**src/rtl/md5_pkg.sv**
```systemverilog
// Shared types and constants for the MD5 block sequencer.
// Holds the 32-bit word type, the MD5 initial chaining value, the
// sequencer state encoding and a modular add helper.
package md5_pkg;

    typedef logic [31:0] word_t;

    // MD5 initial chaining value, one constant per lane
    localparam word_t IV_A = 32'h67452301;
    localparam word_t IV_B = 32'hefcdab89;
    localparam word_t IV_C = 32'h98badcfe;
    localparam word_t IV_D = 32'h10325476;

    // Number of 16-step rounds applied to each block
    localparam int ROUNDS = 4;

    // Sequencer states; IDLE is zero so a cleared state register is idle
    typedef enum logic [2:0] {
        ST_IDLE  = 3'd0,
        ST_LOAD  = 3'd1,
        ST_ROUND = 3'd2,
        ST_ADD   = 3'd3,
        ST_OUT   = 3'd4
    } state_e;

    // Lane addition modulo 2^32; the carry out is dropped on purpose
    function automatic word_t add32(input word_t x, input word_t y);
        return x + y;
    endfunction

endpackage

```
**src/rtl/md5_block_ctrl_if.sv**
```systemverilog
// Bus bundle of the MD5 block sequencer: block input stream, round
// datapath control/result, and digest output stream.
//
// Handshake rule for both streams (blk_* and dig_*): a transfer happens
// on a rising clock edge where valid and ready are both 1. The producer
// holds valid and its payload stable until that edge; ready may change
// freely and never depends combinationally on valid.
interface md5_block_ctrl_if #(
    parameter int N = 32
);

    // Block input stream from the message padder
    logic         blk_valid_i;
    logic         blk_ready_o;
    logic         blk_first_i;
    logic         blk_last_i;
    logic [511:0] blk_data_i;

    // Round datapath control and operands
    logic         dp_load_o;
    logic [1:0]   dp_round_o;
    logic [N-1:0] dp_a_o;
    logic [N-1:0] dp_b_o;
    logic [N-1:0] dp_c_o;
    logic [N-1:0] dp_d_o;
    logic [511:0] dp_m_o;

    // Round datapath result
    logic         dp_done_i;
    logic [N-1:0] dp_a_i;
    logic [N-1:0] dp_b_i;
    logic [N-1:0] dp_c_i;
    logic [N-1:0] dp_d_i;

    // Digest output stream
    logic         dig_valid_o;
    logic         dig_ready_i;
    logic [127:0] dig_o;

    // Sequencer side
    modport master (
        input  blk_valid_i, blk_first_i, blk_last_i, blk_data_i,
        output blk_ready_o,
        output dp_load_o, dp_round_o, dp_a_o, dp_b_o, dp_c_o, dp_d_o, dp_m_o,
        input  dp_done_i, dp_a_i, dp_b_i, dp_c_i, dp_d_i,
        output dig_valid_o, dig_o,
        input  dig_ready_i
    );

    // Environment side: padder, round datapath and digest consumer
    modport slave (
        output blk_valid_i, blk_first_i, blk_last_i, blk_data_i,
        input  blk_ready_o,
        input  dp_load_o, dp_round_o, dp_a_o, dp_b_o, dp_c_o, dp_d_o, dp_m_o,
        output dp_done_i, dp_a_i, dp_b_i, dp_c_i, dp_d_i,
        input  dig_valid_o, dig_o,
        output dig_ready_i
    );

endinterface

```
**src/rtl/md5_chain_add.sv**
```systemverilog
// MD5 chaining value register with its four-lane modular adder.
// Reset and i_load_iv put the MD5 IV into the register; i_add_en folds
// the working value of a finished block into the chain.
module md5_chain_add
    import md5_pkg::*;
(
    input  logic  i_clk,
    input  logic  i_rst,
    input  logic  i_load_iv,
    input  logic  i_add_en,
    input  word_t i_work_a,
    input  word_t i_work_b,
    input  word_t i_work_c,
    input  word_t i_work_d,
    output word_t o_chain_a,
    output word_t o_chain_b,
    output word_t o_chain_c,
    output word_t o_chain_d
);

    word_t r_chain_a;
    word_t r_chain_b;
    word_t r_chain_c;
    word_t r_chain_d;

    word_t w_sum_a;
    word_t w_sum_b;
    word_t w_sum_c;
    word_t w_sum_d;

    assign w_sum_a = add32(r_chain_a, i_work_a);
    assign w_sum_b = add32(r_chain_b, i_work_b);
    assign w_sum_c = add32(r_chain_c, i_work_c);
    assign w_sum_d = add32(r_chain_d, i_work_d);

    // Chain register: IV on reset or message start, sum on block end
    always_ff @(posedge i_clk or posedge i_rst) begin
        if (i_rst) begin
            r_chain_a <= IV_A;
            r_chain_b <= IV_B;
            r_chain_c <= IV_C;
            r_chain_d <= IV_D;
        end else if (i_load_iv) begin
            r_chain_a <= IV_A;
            r_chain_b <= IV_B;
            r_chain_c <= IV_C;
            r_chain_d <= IV_D;
        end else if (i_add_en) begin
            r_chain_a <= w_sum_a;
            r_chain_b <= w_sum_b;
            r_chain_c <= w_sum_c;
            r_chain_d <= w_sum_d;
        end
    end

    assign o_chain_a = r_chain_a;
    assign o_chain_b = r_chain_b;
    assign o_chain_c = r_chain_c;
    assign o_chain_d = r_chain_d;

endmodule

```
**src/rtl/md5_block_ctrl.sv**
```systemverilog
// Block-level sequencer for the MD5 round datapath.
// Takes one 512-bit block per handshake, runs the four 16-step rounds
// through the external datapath, folds the result into the chaining
// value and, on the last block of a message, offers the digest.
// A round that never reports done within TIMEOUT cycles aborts the
// block and sets a sticky error; the chain is left untouched.
// Only N = 32 is meaningful; the port widths follow N for clarity.
module md5_block_ctrl
    import md5_pkg::*;
#(
    parameter int N       = 32,
    parameter int TIMEOUT = 64
) (
    input  logic                   clk_i,
    input  logic                   rst_i,
    md5_block_ctrl_if.master       bus,
    output logic                   busy_o,
    output logic                   err_o,
    output logic [2:0]             dbg_state_o
);

    localparam logic [2:0] S_IDLE  = ST_IDLE;
    localparam logic [2:0] S_LOAD  = ST_LOAD;
    localparam logic [2:0] S_ROUND = ST_ROUND;
    localparam logic [2:0] S_ADD   = ST_ADD;
    localparam logic [2:0] S_OUT   = ST_OUT;

    localparam int              TMO_W    = $clog2(TIMEOUT) + 1;
    localparam logic [TMO_W-1:0] TMO_LAST = TMO_W'(TIMEOUT - 1);
    localparam logic [1:0]      RND_LAST = 2'(ROUNDS - 1);

    // Sequencer state
    logic [2:0]       r_state;
    logic [1:0]       r_round;
    logic [TMO_W-1:0] r_tmo;
    logic             r_last;
    logic             r_err;

    // Block data and working A..D carried between rounds
    logic [511:0]     r_m;
    logic [N-1:0]     r_wa;
    logic [N-1:0]     r_wb;
    logic [N-1:0]     r_wc;
    logic [N-1:0]     r_wd;

    // Chaining value from the adder
    word_t            w_chain_a;
    word_t            w_chain_b;
    word_t            w_chain_c;
    word_t            w_chain_d;

    logic             w_in_idle;
    logic             w_blk_ready;
    logic             w_accept;
    logic             w_load_iv;
    logic             w_add_en;
    logic             w_round_done;

    assign w_in_idle    = (r_state == S_IDLE);
    // Ready is held low while reset is applied so no block is taken then
    assign w_blk_ready  = w_in_idle & ~rst_i;
    assign w_accept     = bus.blk_valid_i & w_blk_ready;
    assign w_load_iv    = w_accept & bus.blk_first_i;
    assign w_add_en     = (r_state == S_ADD);
    // Done only counts while a round is running; a done coincident with
    // the load pulse or arriving in any other state is ignored
    assign w_round_done = (r_state == S_ROUND) & bus.dp_done_i;

    md5_chain_add u_chain (
        .i_clk     (clk_i),
        .i_rst     (rst_i),
        .i_load_iv (w_load_iv),
        .i_add_en  (w_add_en),
        .i_work_a  (r_wa),
        .i_work_b  (r_wb),
        .i_work_c  (r_wc),
        .i_work_d  (r_wd),
        .o_chain_a (w_chain_a),
        .o_chain_b (w_chain_b),
        .o_chain_c (w_chain_c),
        .o_chain_d (w_chain_d)
    );

    // Control FSM: round sequencing, timeout watch and sticky error
    always_ff @(posedge clk_i or posedge rst_i) begin
        if (rst_i) begin
            r_state <= S_IDLE;
            r_round <= '0;
            r_tmo   <= '0;
            r_last  <= 1'b0;
            r_err   <= 1'b0;
        end else begin
            case (r_state)
                S_IDLE: begin
                    if (w_accept) begin
                        r_last  <= bus.blk_last_i;
                        r_round <= '0;
                        r_state <= S_LOAD;
                    end
                end
                S_LOAD: begin
                    r_tmo   <= '0;
                    r_state <= S_ROUND;
                end
                S_ROUND: begin
                    if (bus.dp_done_i) begin
                        if (r_round == RND_LAST) begin
                            r_state <= S_ADD;
                        end else begin
                            r_round <= r_round + 2'd1;
                            r_state <= S_LOAD;
                        end
                    end else if (r_tmo == TMO_LAST) begin
                        // Datapath is stuck: drop the block, keep the chain
                        r_err   <= 1'b1;
                        r_state <= S_IDLE;
                    end else begin
                        r_tmo <= r_tmo + 1'b1;
                    end
                end
                S_ADD: begin
                    r_state <= r_last ? S_OUT : S_IDLE;
                end
                S_OUT: begin
                    if (bus.dig_ready_i) begin
                        r_state <= S_IDLE;
                    end
                end
                default: begin
                    r_state <= S_IDLE;
                end
            endcase
        end
    end

    // Block capture and working-value update between rounds
    always_ff @(posedge clk_i or posedge rst_i) begin
        if (rst_i) begin
            r_m  <= '0;
            r_wa <= '0;
            r_wb <= '0;
            r_wc <= '0;
            r_wd <= '0;
        end else if (w_accept) begin
            r_m  <= bus.blk_data_i;
            r_wa <= bus.blk_first_i ? IV_A : w_chain_a;
            r_wb <= bus.blk_first_i ? IV_B : w_chain_b;
            r_wc <= bus.blk_first_i ? IV_C : w_chain_c;
            r_wd <= bus.blk_first_i ? IV_D : w_chain_d;
        end else if (w_round_done) begin
            r_wa <= bus.dp_a_i;
            r_wb <= bus.dp_b_i;
            r_wc <= bus.dp_c_i;
            r_wd <= bus.dp_d_i;
        end
    end

    assign bus.blk_ready_o = w_blk_ready;

    assign bus.dp_load_o   = (r_state == S_LOAD);
    assign bus.dp_round_o  = r_round;
    assign bus.dp_a_o      = r_wa;
    assign bus.dp_b_o      = r_wb;
    assign bus.dp_c_o      = r_wc;
    assign bus.dp_d_o      = r_wd;
    assign bus.dp_m_o      = r_m;

    // Digest is only driven while offered; zero otherwise
    assign bus.dig_valid_o = (r_state == S_OUT);
    assign bus.dig_o       = (r_state == S_OUT) ?
                             {w_chain_d, w_chain_c, w_chain_b, w_chain_a} : 128'd0;

    assign busy_o          = ~w_in_idle;
    assign err_o           = r_err;
    assign dbg_state_o     = r_state;

endmodule

```
**src/flat_wrapper.sv**
```systemverilog
// flat-port wrapper written by rule: the top's interface ports become plain ports
module md5_block_ctrl_flat import md5_pkg::*;
#(
    parameter int N       = 32,
    parameter int TIMEOUT = 64
)
  (clk_i, rst_i, busy_o, err_o, dbg_state_o, bus_blk_valid_i, bus_blk_first_i, bus_blk_last_i, bus_blk_data_i, bus_blk_ready_o, bus_dp_load_o, bus_dp_round_o, bus_dp_a_o, bus_dp_b_o, bus_dp_c_o, bus_dp_d_o, bus_dp_m_o, bus_dp_done_i, bus_dp_a_i, bus_dp_b_i, bus_dp_c_i, bus_dp_d_i, bus_dig_valid_o, bus_dig_o, bus_dig_ready_i);
  md5_block_ctrl_if #(.N(N)) bus_i ();
  input  logic clk_i;
  input  logic rst_i;
  output logic busy_o;
  output logic err_o;
  output logic [2:0] dbg_state_o;
  input wire logic [$bits(bus_i.blk_valid_i)-1:0] bus_blk_valid_i;
  input wire logic [$bits(bus_i.blk_first_i)-1:0] bus_blk_first_i;
  input wire logic [$bits(bus_i.blk_last_i)-1:0] bus_blk_last_i;
  input wire logic [$bits(bus_i.blk_data_i)-1:0] bus_blk_data_i;
  output wire logic [$bits(bus_i.blk_ready_o)-1:0] bus_blk_ready_o;
  output wire logic [$bits(bus_i.dp_load_o)-1:0] bus_dp_load_o;
  output wire logic [$bits(bus_i.dp_round_o)-1:0] bus_dp_round_o;
  output wire logic [$bits(bus_i.dp_a_o)-1:0] bus_dp_a_o;
  output wire logic [$bits(bus_i.dp_b_o)-1:0] bus_dp_b_o;
  output wire logic [$bits(bus_i.dp_c_o)-1:0] bus_dp_c_o;
  output wire logic [$bits(bus_i.dp_d_o)-1:0] bus_dp_d_o;
  output wire logic [$bits(bus_i.dp_m_o)-1:0] bus_dp_m_o;
  input wire logic [$bits(bus_i.dp_done_i)-1:0] bus_dp_done_i;
  input wire logic [$bits(bus_i.dp_a_i)-1:0] bus_dp_a_i;
  input wire logic [$bits(bus_i.dp_b_i)-1:0] bus_dp_b_i;
  input wire logic [$bits(bus_i.dp_c_i)-1:0] bus_dp_c_i;
  input wire logic [$bits(bus_i.dp_d_i)-1:0] bus_dp_d_i;
  output wire logic [$bits(bus_i.dig_valid_o)-1:0] bus_dig_valid_o;
  output wire logic [$bits(bus_i.dig_o)-1:0] bus_dig_o;
  input wire logic [$bits(bus_i.dig_ready_i)-1:0] bus_dig_ready_i;
  assign bus_i.blk_valid_i = bus_blk_valid_i;
  assign bus_i.blk_first_i = bus_blk_first_i;
  assign bus_i.blk_last_i = bus_blk_last_i;
  assign bus_i.blk_data_i = bus_blk_data_i;
  assign bus_blk_ready_o = bus_i.blk_ready_o;
  assign bus_dp_load_o = bus_i.dp_load_o;
  assign bus_dp_round_o = bus_i.dp_round_o;
  assign bus_dp_a_o = bus_i.dp_a_o;
  assign bus_dp_b_o = bus_i.dp_b_o;
  assign bus_dp_c_o = bus_i.dp_c_o;
  assign bus_dp_d_o = bus_i.dp_d_o;
  assign bus_dp_m_o = bus_i.dp_m_o;
  assign bus_i.dp_done_i = bus_dp_done_i;
  assign bus_i.dp_a_i = bus_dp_a_i;
  assign bus_i.dp_b_i = bus_dp_b_i;
  assign bus_i.dp_c_i = bus_dp_c_i;
  assign bus_i.dp_d_i = bus_dp_d_i;
  assign bus_dig_valid_o = bus_i.dig_valid_o;
  assign bus_dig_o = bus_i.dig_o;
  assign bus_i.dig_ready_i = bus_dig_ready_i;
  md5_block_ctrl #(.N(N), .TIMEOUT(TIMEOUT)) u_core (.clk_i(clk_i), .rst_i(rst_i), .bus(bus_i), .busy_o(busy_o), .err_o(err_o), .dbg_state_o(dbg_state_o));
endmodule
```
**config.mk**
```make
export PLATFORM = sky130hd
export DESIGN_NAME = md5_block_ctrl_flat
export DESIGN_NICKNAME = d
export VERILOG_FILES = /design/src/rtl/md5_pkg.sv /design/src/rtl/md5_block_ctrl_if.sv /design/src/rtl/md5_chain_add.sv /design/src/rtl/md5_block_ctrl.sv /design/src/flat_wrapper.sv
export SDC_FILE = /design/constraint.sdc
export NUM_CORES = 2
export LEC_CHECK = 0
export ABC_AREA = 1
export CAP_MARGIN = 25
export CORE_AREA = 2 2 558 560
export DETAILED_ROUTE_END_ITERATION = 6
export DIE_AREA = 0 0 560 562
export PLACE_DENSITY = 0.4
export RECOVER_POWER = 100
export SETUP_SLACK_MARGIN = 0.15
export SLEW_MARGIN = 20
export SYNTH_ARGS = -nofsm -noshare
export SYNTH_HDL_FRONTEND = slang
export SYNTH_SLANG_ARGS = --single-unit
export TNS_END_PERCENT = 20
```
**constraint.sdc**
```tcl
create_clock -name clk_i -period 61.6 [get_ports clk_i]
set_input_delay 9.24 -clock clk_i [delete_from_list [all_inputs] [get_ports clk_i]]
set_output_delay 9.24 -clock clk_i [all_outputs]
set_load 0.005 [all_outputs]
```
==> impl_metrics.yaml <==
run_status:
  outcome: "finished, violations left"
  violations: "max-capacitance violations, max-slew violations"
floorplan:
  core.rowCount: 204
  die_h_um: 562
  ios: 1425
  start_util_pct: 13.1
  fp.dieW_um: 560
  die_area_um2: 315000
  core_area_um2: 308000
power_and_ir_drop:
  power_switching_w: 0.00155
  ir_drop_mv: 0.0246
  p_int_w: 0.00182
  pwr_density_cell_nw_per_um2: 53.7
  leakage_nw: 31.2
  combPwrFrac_pct: 51.6
  p_clk_share_pct: 19.8
  pwr-share-seq_pct: 28.6
  swShare_pct: 45.9
global_route:
  overflow: 0
  grt_pass1_vias: 41100
  grt_pass1_wl_um: 362000
  antenna_found_initial: 154
  grt_max_degree: 138
  grt_util_all_layers_pct: 16.5
clock_network:
  clk_pin_slew_ps: 60
  hold_buffers: 0
  cts-buffers-inserted: 113
  post-cts-setup-buffers: 0
  ctsLongestPathBuffers: 4
  cts_tree: "done"
  clock_sinks: 782
  cts_htree_levels: 3
  cts_root_buffer: "clkbuf_16"
  ctsResizeCount: 0
  clkLatencyLatePin_ps: 870
worst_setup_path:
  cp_max_fo: 106
  r2r_setup_slack_ps: 49380
  cp-start-kind: "primary input"
  reg2reg_depth: 9
  r2r_end: "u_core.bus.dp_m_o[92]"
  crit_path_end_kind: "asynchronous set/reset pin"
  crit_type: "primary input to asynchronous set/reset pin"
  required_ps: 61980
  r2r-start: "u_core.dbg_state_o[1]"
  cp.arrival_ps: 25550
final_layout:
  fin_util_pct: 20.3
  fin_nets: 7675
  nFillCells: 34800
  syn_to_final_growth_pct: 55.5
  multi_input_area_um2: 17400
  seqCellArea_um2: 19600
  drive_above_1_share_pct: 3.84
route:
  drt-initial-drc-count: 3214
  route.detailed.drc: 0
  firstDrtPassIters: 5
  route.vias.total: 42000
  postRouteAntennaNets: 0
  via_per_inst: 3.77
  finalWirelength_um: 270000
  routedWlPerCell_um: 24.2
sta:
  worstMarginPinSlew_ps: 6850
  final-setup-viol-count: 0
  max_slew_margin_pct: -357
  rsz0062_at_grt: "no"
  hold_violations: 0
  whs_ps: 471
  setup_tns_ps: 0
  post-route-period-util_pct: 40.9
  drv_slew: 1897
  finalClockSkew_ps: 107
  max_freq_mhz: 39.7
  period_needed_ps: 25170
min_path:
  hp-class: "flip-flop to flip-flop"
  holdPathStages: 2
  holdPathEnd: "u_core.bus.dp_m_o[456]"
  hold_start: "u_core.bus.dp_m_o[456]"
yosys:
  synth_top_area_share_pct: 44.6
  syn_inst: 5542
  synth-seq-cells: 782
  ys_seq_area_share_pct: 48.7
  yosys_most_used_dff: "dfrtp_1"
  yosysTopAreaCell: "dfrtp_1"
  synth_cell_types: 40
  synth_area_um2: 40300
  synth_warnings: 0
  avgSynthCellArea_um2: 7.27
  async_flop_share_pct: 100
  syn_nets: 6319
  yosys-top-cells-area: "dfrtp_1 45%, nand2_1 24%, inv_1 5.4%"
  synth_edf_count: 0
placed_design:
  dpl.hpwl_um: 221000
  port_buffers: 1424
  routabilityCongestion: 0.980
job:
  cap_violations: 28
==> sequential cells by signal (all words and copies together), names as in the netlist <==
name	cells
u_core.err_o	1
u_core.bus.dp_m_o	512
u_core.r_tmo	7
u_core.bus.dp_round_o	2
u_core.u_chain.o_chain_d	32
u_core.r_last	1
u_core.bus.dp_a_o	32
u_core.bus.dp_c_o	32
u_core.bus.dp_d_o	32
u_core.u_chain.o_chain_a	32
u_core.dbg_state_o	3
u_core.u_chain.o_chain_b	32
u_core.bus.dp_b_o	32
u_core.u_chain.o_chain_c	32
==> per-layer routing <==
layer | global-route usage (%) | vias up | wire length, µm | share of wire [%]
met2 | 24.3 | 1678 | 113000 | 42
met5 | 0 | - | 351 | 0.13
met1 | 22.6 | 20000 | 124000 | 46
met4 | 3.57 | 56 | 5930 | 2.2
met3 | 6.36 | 345 | 26300 | 9.7
li1 | - | 19900 | - | -
==> worst max-delay path, cell delays in order <==
cell and delay, ps:
dlygate4sd3_1 600, clkinvlp_2 2900, clkbuf_1 2330, clkbuf_1 2230, clkbuf_1 1540, clkbuf_1 2350, clkbuf_1 2160, clkbuf_1 1980
==> worst max-delay path by stage <==
stage,startpoint,end,slack (ps),depth (start not counted)
after floorplan,rst_i,u_core.bus.dp_a_o[0],30510,1
after CTS,rst_i,bus_blk_ready_o,41740,3
after detailed placement,rst_i,bus_blk_ready_o,41740,3
after global routing,rst_i,u_core.bus.dp_m_o[217],33000,8
after global placement,rst_i,bus_blk_ready_o,41730,3
final,rst_i,u_core.bus.dp_m_o[217],36430,8
==> cells by family after synthesis <==
family          count (synthesis)  synth area share (%)
compound gates                574                  7.45
xor+xnor                       38                 0.825
fa+ha+maj                     130                  4.11
buf+inv                       810                  8.02
flops                         782                  48.7
simple gates                 3208                  30.9
==> cells in the mapped netlist (2+ instances only) <==
master and number:
a21o_1 7, a21oi_1 122, a22oi_1 6, and2_1 3
and3_1 2, buf_1 9, buf_2 106, buf_4 2
buf_6 7, clkbuf_1 101, dfrtp_1 718, dfstp_2 64
fa_1 4, ha_1 126, inv_1 579, inv_2 6
nand2_1 2603, nand2_2 2, nand3_1 213, nand3b_1 11
nand4_1 4, nor2_1 337, nor2_2 2, nor3_1 23
o21ai_0 323, o21ai_1 68, o21bai_1 15, o22ai_1 27
or2_2 5, xnor2_1 11, xor2_1 27
==> power groups by stage <==
stage	sequential, W	combinational [W]	clock, W
after floorplan	0.000922	0.000846	0
after global placement	0.000973	0.00183	0
after detailed placement	0.000976	0.00183	0
after CTS	0.000974	0.00184	0.000695
after global routing	0.000995	0.00194	0.000710
final	0.000963	0.00174	0.000667
==> area by class of cell <==
| type | instances | share of cell area, % |
|---|---|---|
| sequential | 782 | 31.3 |
| clock buffer | 167 | 5.19 |
| antenna | 42 | 0.168 |
| clock inverter | 34 | 0.641 |
| inverter | 585 | 3.52 |
| tap | 4120 | 8.22 |
| multi-input combinational | 3950 | 27.8 |
| timing repair buffer | 1466 | 23.2 |
==> metrics by stage <==
stage / power [W] / cell area (µm²) / worst slack [ps] / std cells
floorplan: 0.00177 / 40300 / 30510 / 5542
global placement: 0.00281 / 59100 / 41730 / 10900
detailed placement: 0.00281 / 59100 / 41740 / 10900
CTS: 0.00351 / 62800 / 41740 / 11100
global route: 0.00364 / 62600 / 33000 / 11100
finish: 0.00337 / 62700 / 36430 / 11100
==> cell usage in the layout, fill, tap and decap left out, drive strengths merged, types with 15 or more instances in the layout <==
| cell type | Yosys | final |
|---|---|---|
| nand3 | 213 | 213 |
| a21oi | 122 | 122 |
| nand2 | 2606 | 2606 |
| o21bai | 15 | 15 |
| clkinv | 0 | 15 |
| buf | 124 | 17 |
| ha | 126 | 126 |
| o21ai | 392 | 392 |
| xor2 | 27 | 27 |
| nor2 | 340 | 340 |
| dfrtp | 718 | 718 |
| dlygate4sd3 | 0 | 777 |
| clkdlybuf4s50 | 0 | 646 |
| diode | 0 | 42 |
| dfstp | 64 | 64 |
| o22ai | 27 | 27 |
| nor3 | 24 | 24 |
| inv | 585 | 587 |
| clkbuf | 101 | 193 |
(Power assumes the default switching activity.)
